===== src/rtl/adder_bist_pkg.sv =====
// rtl/adder_bist_pkg.sv - shared state encoding and sweep constants for the adder BIST
package adder_bist_pkg;

    typedef enum logic [1:0] {
        IDLE   = 2'd0,
        DRIVE  = 2'd1,
        SAMPLE = 2'd2,
        DONE   = 2'd3
    } state_e;

    localparam int NUM_VEC = 8;
    localparam int VEC_W   = 3;

endpackage


===== src/rtl/adder_bist_ref.sv =====
// rtl/adder_bist_ref.sv - golden 1-bit full adder used to judge the sampled S/Cout
module adder_bist_ref (
    input  logic a,
    input  logic b,
    input  logic cin,
    output logic s_exp,
    output logic cout_exp
);

    assign s_exp    = a ^ b ^ cin;
    assign cout_exp = (a & b) | (a & cin) | (b & cin);

endmodule


===== src/rtl/adder_bist.sv =====
// rtl/adder_bist.sv - sweeps all 8 full-adder input vectors and records mismatches
module adder_bist
    import adder_bist_pkg::*;
#(
    parameter int SETTLE_CYCLES = 2,
    parameter int ERR_W         = 4
) (
    input  logic             clk,
    input  logic             rst,
    input  logic             start,
    output logic             t1,
    output logic             t2,
    output logic             t3,
    input  logic             p1,
    input  logic             p2,
    output logic             busy,
    output logic             done,
    output logic             pass,
    output logic [ERR_W-1:0] err_cnt,
    output logic [7:0]       fail_vec
);

    localparam int SET_W = $clog2(SETTLE_CYCLES + 1);
    localparam logic [SET_W-1:0] SETTLE_LAST = SET_W'(SETTLE_CYCLES - 1);
    localparam logic [VEC_W-1:0] VEC_LAST    = VEC_W'(NUM_VEC - 1);
    localparam logic [ERR_W-1:0] ERR_MAX     = '1;

    state_e               state_q, state_d;
    logic [VEC_W-1:0]     vec_q, vec_d;
    logic [SET_W-1:0]     settle_q, settle_d;
    logic [ERR_W-1:0]     err_q, err_d;
    logic [NUM_VEC-1:0]   fail_q, fail_d;

    logic s_exp;
    logic cout_exp;
    logic mismatch;
    logic launch;

    adder_bist_ref u_ref (
        .a        (vec_q[2]),
        .b        (vec_q[1]),
        .cin      (vec_q[0]),
        .s_exp    (s_exp),
        .cout_exp (cout_exp)
    );

    // One mismatch per vector regardless of how many adder outputs are wrong.
    assign mismatch = (p1 != s_exp) || (p2 != cout_exp);
    assign launch   = ((state_q == IDLE) || (state_q == DONE)) && start;

    always_ff @(posedge clk or posedge rst) begin
        if (rst) begin
            state_q  <= IDLE;
            vec_q    <= '0;
            settle_q <= '0;
            err_q    <= '0;
            fail_q   <= '0;
        end else begin
            state_q  <= state_d;
            vec_q    <= vec_d;
            settle_q <= settle_d;
            err_q    <= err_d;
            fail_q   <= fail_d;
        end
    end

    always_comb begin
        state_d = state_q;
        case (state_q)
            IDLE:    if (start) state_d = DRIVE;
            DRIVE:   if (settle_q == SETTLE_LAST) state_d = SAMPLE;
            SAMPLE:  state_d = (vec_q == VEC_LAST) ? DONE : DRIVE;
            DONE:    if (start) state_d = DRIVE;
            default: state_d = IDLE;
        endcase
    end

    always_comb begin
        vec_d    = vec_q;
        settle_d = settle_q;
        err_d    = err_q;
        fail_d   = fail_q;
        if (launch) begin
            vec_d    = '0;
            settle_d = '0;
            err_d    = '0;
            fail_d   = '0;
        end else if (state_q == DRIVE) begin
            settle_d = settle_q + SET_W'(1);
        end else if (state_q == SAMPLE) begin
            if (mismatch) begin
                fail_d[vec_q] = 1'b1;
                if (err_q != ERR_MAX) err_d = err_q + ERR_W'(1);
            end
            if (vec_q != VEC_LAST) begin
                vec_d    = vec_q + VEC_W'(1);
                settle_d = '0;
            end
        end
    end

    always_comb begin
        busy         = (state_q == DRIVE) || (state_q == SAMPLE);
        done         = (state_q == DONE);
        {t1, t2, t3} = busy ? vec_q : '0;
        pass         = done && (err_q == '0);
        err_cnt      = err_q;
        fail_vec     = fail_q;
    end

endmodule

===== config.mk =====
export PLATFORM = sky130hd
export DESIGN_NAME = adder_bist
export DESIGN_NICKNAME = d
export VERILOG_FILES = /design/src/rtl/adder_bist_pkg.sv /design/src/rtl/adder_bist_ref.sv /design/src/rtl/adder_bist.sv
export SDC_FILE = /design/constraint.sdc
export NUM_CORES = 1
export LEC_CHECK = 0
export BUFFER_PORTS_ARGS = -buffer_cell sky130_fd_sc_hd__buf_2
export CAP_MARGIN = 25
export CORE_ASPECT_RATIO = 1.1
export CORE_MARGIN = 1.5
export CORE_UTILIZATION = 40
export CTS_CLUSTER_SIZE = 16
export DETAILED_ROUTE_END_ITERATION = 8
export PLACE_DENSITY = 0.68
export SYNTH_ARGS = -nofsm -noshare
export SYNTH_HDL_FRONTEND = slang
export SYNTH_HIERARCHICAL = 1
export SYNTH_SLANG_ARGS = --single-unit

===== constraint.sdc =====
create_clock -name clk -period 1.89 [get_ports clk]
set_clock_uncertainty 0.1 [all_clocks]
set_input_delay 0.0945 -clock clk [delete_from_list [all_inputs] [get_ports clk]]
set_output_delay 0.0945 -clock clk [all_outputs]
set_load 0.01 [all_outputs]

==> results of run 1 <==
-- repair_timing --
item	4_1_cts	5_1_grt
hold endpoints to repair	19	0
hold buffers	1	0
pin swaps	3	1
resized for setup	2	5
endpoints found under the setup margin	12	15
buffers inserted	0	1
-- stage by stage --
stage | power (mW) | hold WS [ps]
after detailed placement | 2.01 | 159
after global placement | 1.97 | 140
after floorplan | 1.55 | -54.4
after global routing | 2.50 | 139
after CTS | 2.24 | 107
final | 2.31 | 136
-- state kept, by name, indices dropped and copies added, names as in the netlist --
name	count
fail_vec	8
err_cnt	4
state_q	2
settle_q	2
vec_q	3
-- final cells by class --
| cell class | instances | area (sq um) | area share, % |
|---|---|---|---|
| Clock buffer | 4 | 26.3 | 1.93 |
| Inverter | 11 | 41.3 | 3.03 |
| Multi-Input combinational cell | 73 | 567 | 41.6 |
| Sequential cell | 19 | 477 | 35.0 |
| Tap cell | 31 | 38.8 | 2.84 |
| Timing Repair Buffer | 35 | 214 | 15.7 |
-- cells in the mapped netlist, types with 2 or more instances --
cell type	instances
nor2_1	13
dfrtp_1	19
a22o_1	2
xnor2_1	2
o21ai_0	4
nand2b_1	2
nor3_1	5
o22ai_1	2
a41oi_1	4
nand2_1	5
a21oi_1	8
nand3_1	2
ha_1	9
inv_1	11
-- how the worst max path moves through the flow --
stage | startpoint | endpoint | slack, ps
4_1_cts | vec_q[0] | fail_vec[7] | -110
2_1_floorplan | vec_q[1] | err_cnt[0] | -30
3_3_place_gp | vec_q[0] | fail_vec[5] | -40
6_report | vec_q[0] | fail_vec[2] | -130
3_5_place_dp | vec_q[0] | fail_vec[1] | -110
5_1_grt | vec_q[0] | fail_vec[7] | -230
-- where the power goes --
part,total [mW],internal (mW),switching [mW]
logic,1.45,0.665,0.785
registers,0.656,0.545,0.110
clock network,0.200,0.0821,0.117
-- kinds of logic after synthesis --
logic type / after synthesis / share of synthesized area (%)
adder cells (fa/ha/maj): 10 / 12.5
AND/OR/NAND/NOR: 35 / 17.1
XOR/XNOR: 2 / 1.65
flip-flops: 19 / 44.9
AO/OA/AOI/OAI: 24 / 16.4
buffers and inverters: 13 / 5.43
multiplexers: 2 / 2.01
-- routing by layer --
layer	part of all wire (%)	vias up
li1	-	443
met1	45	431
met2	50	20
met3	3.6	4
met4	1.2	0
met5	0	-
-- tightest hold or removal path: stages --
cell	delay, ps
buf_2	130
nand2_2	130
nand3_4	90
o22ai_2	50
==> flow_summary.toml, run 1 <==
[outcome]
run_status = "finished, violations left"
failed_checks = "negative setup slack"

[worst_setup_path]
critical_path_depth = 7
crit-reg2reg-capture = "fail_vec[2]"
timing.critical_path.buf_inv = 2
critical_path_peak_fanout = 8
crit_arrival_ps = 2140
setup.reg_to_reg.worst_slack_ps = -130
worstRegToRegCells = 7
cp_slowest_stage_delay_ps = 520
timing.rr.start = "vec_q[0]"
worstPathCellList = "fa_1, xnor2_2, a311oi_4, buf_6, buf_4, a21oi_2, nor2_1"
worstSetupStartpointType = "flip-flop"
critical_path_class = "flip-flop to flip-flop"
critPathCaptureType = "flip-flop"
crit_path_top_delay_cell = "fa_1"
cpLargestDelayFamily = "adder cells"
worst_endpoint_required_time_ps = 2020

[global_routing]
routing_usage_on_met2_pct = 25.9
grt.busiest_layer = "met2"
met1_track_utilization_from_global_routing_pct = 21.0
grt_use_met3_pct = 3.14
grt_start_max_net_pins = 20
globalRouteOverflowTotal = 0
antenna_found_initial = 0
via_count_of_the_first_global_routing_pass = 842
global_route.usage.total_pct = 16.1
grt_first_pass_wirelength_mm = 3.57

[clock_network]
cts.htree.levels = 1
root_buffer = "clkbuf_4"
tritoncts_num_sinks = 19
worstSkewPairLatency_ps = 290
tritoncts = "built"
cts.reportedPaths.clkPinSlew_ps = 100
cts-buffers-inserted = 3
cts_max_path_buffers = 2

[finish]
drive_gt1_share_pct = 35.9
number_of_standard_cells_in_the_final_layout_excluding_fillers = 173
layout.filler_cells = 233
util_after_layout_pct = 54.6
commonest_non_fill_non_tap_cell_in_the_layout = "buf_2"
fin_nets = 158
mostFrequentLayoutCells = "buf_2 (22), dfrtp_1 (18), nor2_1 (13)"
antenna_cells_inserted = 0
area.growth.synth_to_final_pct = 28.7
postLayoutCellArea_sq_um = 1360

[timing]
final-max-slew-violation-count = 0
rsz0062_at_grt = "true"
setup_tns_ps = -717
postLayoutSetupSlackWorst_ps = -127
timing.max_slew.rel_slack_pct = 51.7
max_freq_mhz = 496
post-route-period-util_pct = 107
timing_worst_slew_pin_value_ps = 724
timing.final.crit_period_ps = 2020
finalSetupViolations = 12
hold_viol_final = 0

[yosys]
ys_dominant_reg_cell = "dfrtp_1"
synth_edf_count = 0
library_cell_occupying_the_most_area_in_the_post_synthesis_netlist = "dfrtp_1"
synth_fp_nets = 120
synthArstFlopShare_pct = 100
yosys.area.top_type_share_pct = 44.9
synth-seq-cells = 19
syn_area_per_cell_sq_um = 10.1
yosysWarningCount = 6
seq_area_frac_synth_pct = 44.9
ys_top_cells_by_area = "dfrtp_1 (45%), ha_1 (11%), nor2_1 (4.6%), inv_1 (3.9%), a21oi_1 (3.8%)"
ys_types = 31
post_synth_inst_count = 105
post_synth_instance_area_sq_um = 1060

[place]
hpwl_mm = 1.59
preCtsSetupSlack_ps = -112
placedCellCount = 167
place.port_buffers = 22
placedInstanceArea_sq_um = 1290
gp_routability_congestion = 0.717

[detailed_routing]
ant_nets = 0
via_per_inst = 5.19
drt-wirelength-per-cell_um = 12.4
drc_errors = 0
drt_first_iter_violations = 15
drt_pass1_iterations = 4
detail_route.wirelength_mm = 2.15
vias = 898

[pwr]
static-leakage-power_nw = 0.715
power.density_nw_per_um2 = 1690
power.ir.vdd_worst_v = 0.000767

[floorplan]
floorplan.die.width_um = 52.1
floorplan.rows = 19
chipHeight_um = 57.0
dieArea_sq_um = 2970
io-pin-count = 23
start_util_pct = 42.5
core-area_sq_um = 2500

[min_path]
min-delay-start = "start"
worstHoldPathType = "input port to flip-flop"
hold_path_end = "err_cnt[1]"
whs_path_depth = 4

[job]
timing.max_cap.violations = 0
Power figures use the tool's default switching activity.
==> run 2: changes to the inputs <==
- CELL_PAD_IN_SITES_DETAIL_PLACEMENT: not set -> 2
- CELL_PAD_IN_SITES_GLOBAL_PLACEMENT: not set -> 2
- CORE_UTILIZATION: 40 -> 29
- PLACE_DENSITY: 0.68 -> 0.77
==> flow_summary.toml, run 2 (synthesized netlist as in run 1, its figures left out) <==
[outcome]
run_status = "finished, violations left"
failed_checks = "negative setup slack"

[worst_setup_path]
critical_path_peak_fanout = 14
cp_slowest_stage_delay_ps = 520
worstSetupStartpointType = "flip-flop"
crit_path_top_delay_cell = "fa_1"
worstPathCellList = "fa_1, xnor2_2, a311oi_4, buf_12, and4b_1, nor3_2"
crit_arrival_ps = 2110
cpLargestDelayFamily = "adder cells"
critical_path_class = "flip-flop to flip-flop"
worst_endpoint_required_time_ps = 1990
critPathCaptureType = "flip-flop"
timing.critical_path.buf_inv = 1

[timing]
hold_ws_ps = 114
post-route-period-util_pct = 107
hold_viol_final = 0
timing.final.crit_period_ps = 2020
postLayoutSetupSlackWorst_ps = -126
timing.max_slew.rel_slack_pct = 47.7
timing_worst_slew_pin_value_ps = 783
final-max-slew-violation-count = 0
max_freq_mhz = 496
setup_tns_ps = -763
rsz0062_at_grt = "true"
finalSetupViolations = 11

[finish]
mostFrequentLayoutCells = "buf_2 (22), dfrtp_1 (18), nor2_1 (13)"
util_after_layout_pct = 40.0
largest_register_ff_count = 8
drive_gt1_share_pct = 33.3
layout.filler_cells = 414
postLayoutCellArea_sq_um = 1370
area.growth.synth_to_final_pct = 28.8
fin_nets = 157
commonest_non_fill_non_tap_cell_in_the_layout = "buf_2"
antenna_cells_inserted = 0

[detailed_routing]
detail_route.wirelength_mm = 2.93
ant_nets = 0
via_per_inst = 4.90
drt-wirelength-per-cell_um = 15.5
drt_first_iter_violations = 7
vias = 926
drt_pass1_iterations = 4
drc_errors = 0

[pwr]
power.density_nw_per_um2 = 1730
power.ir.vdd_worst_v = 0.000592
static-leakage-power_nw = 0.709

[place]
preCtsSetupSlack_ps = -107
place.port_buffers = 22
placedInstanceArea_sq_um = 1310
hpwl_mm = 2.30
gp_routability_congestion = 0.706

[clock_network]
root_buffer = "clkbuf_4"
tritoncts_num_sinks = 19
cts_max_path_buffers = 2
cts.reportedPaths.clkPinSlew_ps = 110
cts-buffers-inserted = 3
worstSkewPairLatency_ps = 300
tritoncts = "built"
cts.htree.levels = 1

[floorplan]
dieArea_sq_um = 4030
chipHeight_um = 66.4
start_util_pct = 31.0
core-area_sq_um = 3410
floorplan.rows = 22
io-pin-count = 23
floorplan.die.width_um = 60.6

[global_routing]
via_count_of_the_first_global_routing_pass = 1063
global_route.usage.total_pct = 16.9
antenna_found_initial = 0
globalRouteOverflowTotal = 0
grt_start_max_net_pins = 20
grt_first_pass_wirelength_mm = 5.04

[min_path]
worstHoldPathType = "input port to flip-flop"

[job]
timing.max_cap.violations = 0
run 2: what timing repair did:
item | in CTS | in global routing
endpoints found under the hold margin | 19 | 0
hold buffers | 1 | 0
pin swaps | 0 | 2
endpoints found under the setup margin | 13 | 17
gates resized for setup | 0 | 1
buffers inserted | 1 | 0
run 2: final cells by class:
| class | instances | area [sq um] | share of cell area, % |
|---|---|---|---|
| sequential | 19 | 477 | 34.9 |
| multi-input combinational | 73 | 544 | 39.9 |
| inverter | 11 | 41.3 | 3.02 |
| timing repair buffer | 34 | 215 | 15.8 |
| clock buffer | 3 | 22.5 | 1.65 |
| clock inverter | 1 | 5.00 | 0.367 |
| tap | 48 | 60.1 | 4.40 |
run 2: routing by layer:
layer,part of all wire (%),vias up,GRT usage [%]
met5,0,-,0
met4,0.99,0,6.25
met3,2.9,4,1.76
met2,55,20,30.4
met1,41,465,20.2
li1,-,437,-
run 2: path summary, 6_finish.rpt:
path | from | endpoint | slack, ps | depth (start not counted)
setup / recovery | vec_q[1] | err_cnt[3] | -130 | 6
hold / removal | start | state_q[1] | 110 | 4
setup reg to reg | vec_q[1] | err_cnt[3] | -130 | 6
hold reg to reg | fail_vec[5] | fail_vec[5] | 420 | 2
max in group asynchronous | rst | vec_q[1] | 790 | 3
min in group asynchronous | rst | fail_vec[6] | 370 | 3
run 2: metrics by stage:
stage | total power, mW | instances
floorplan | 1.55 | 105
global placement | 2.03 | 183
detailed placement | 2.14 | 183
CTS | 2.38 | 189
global route | 2.58 | 189
finish | 2.36 | 189
run 2: worst reg2reg max path, cell delays in order, from the launching register on:
cell and delay, ps:
dfrtp_2 440, fa_1 520, xnor2_2 170, a311oi_4 250, buf_12 180, and4b_1 210
nor3_2 40
run 2: report_power, final:
part / internal [mW] / switching (mW) / leakage (nW)
logic: 0.658 / 0.825 / 0.443
registers: 0.545 / 0.115 / 0.248
clock network: 0.0789 / 0.133 / 0.0177
total: 1.28 / 1.07 / 0.709
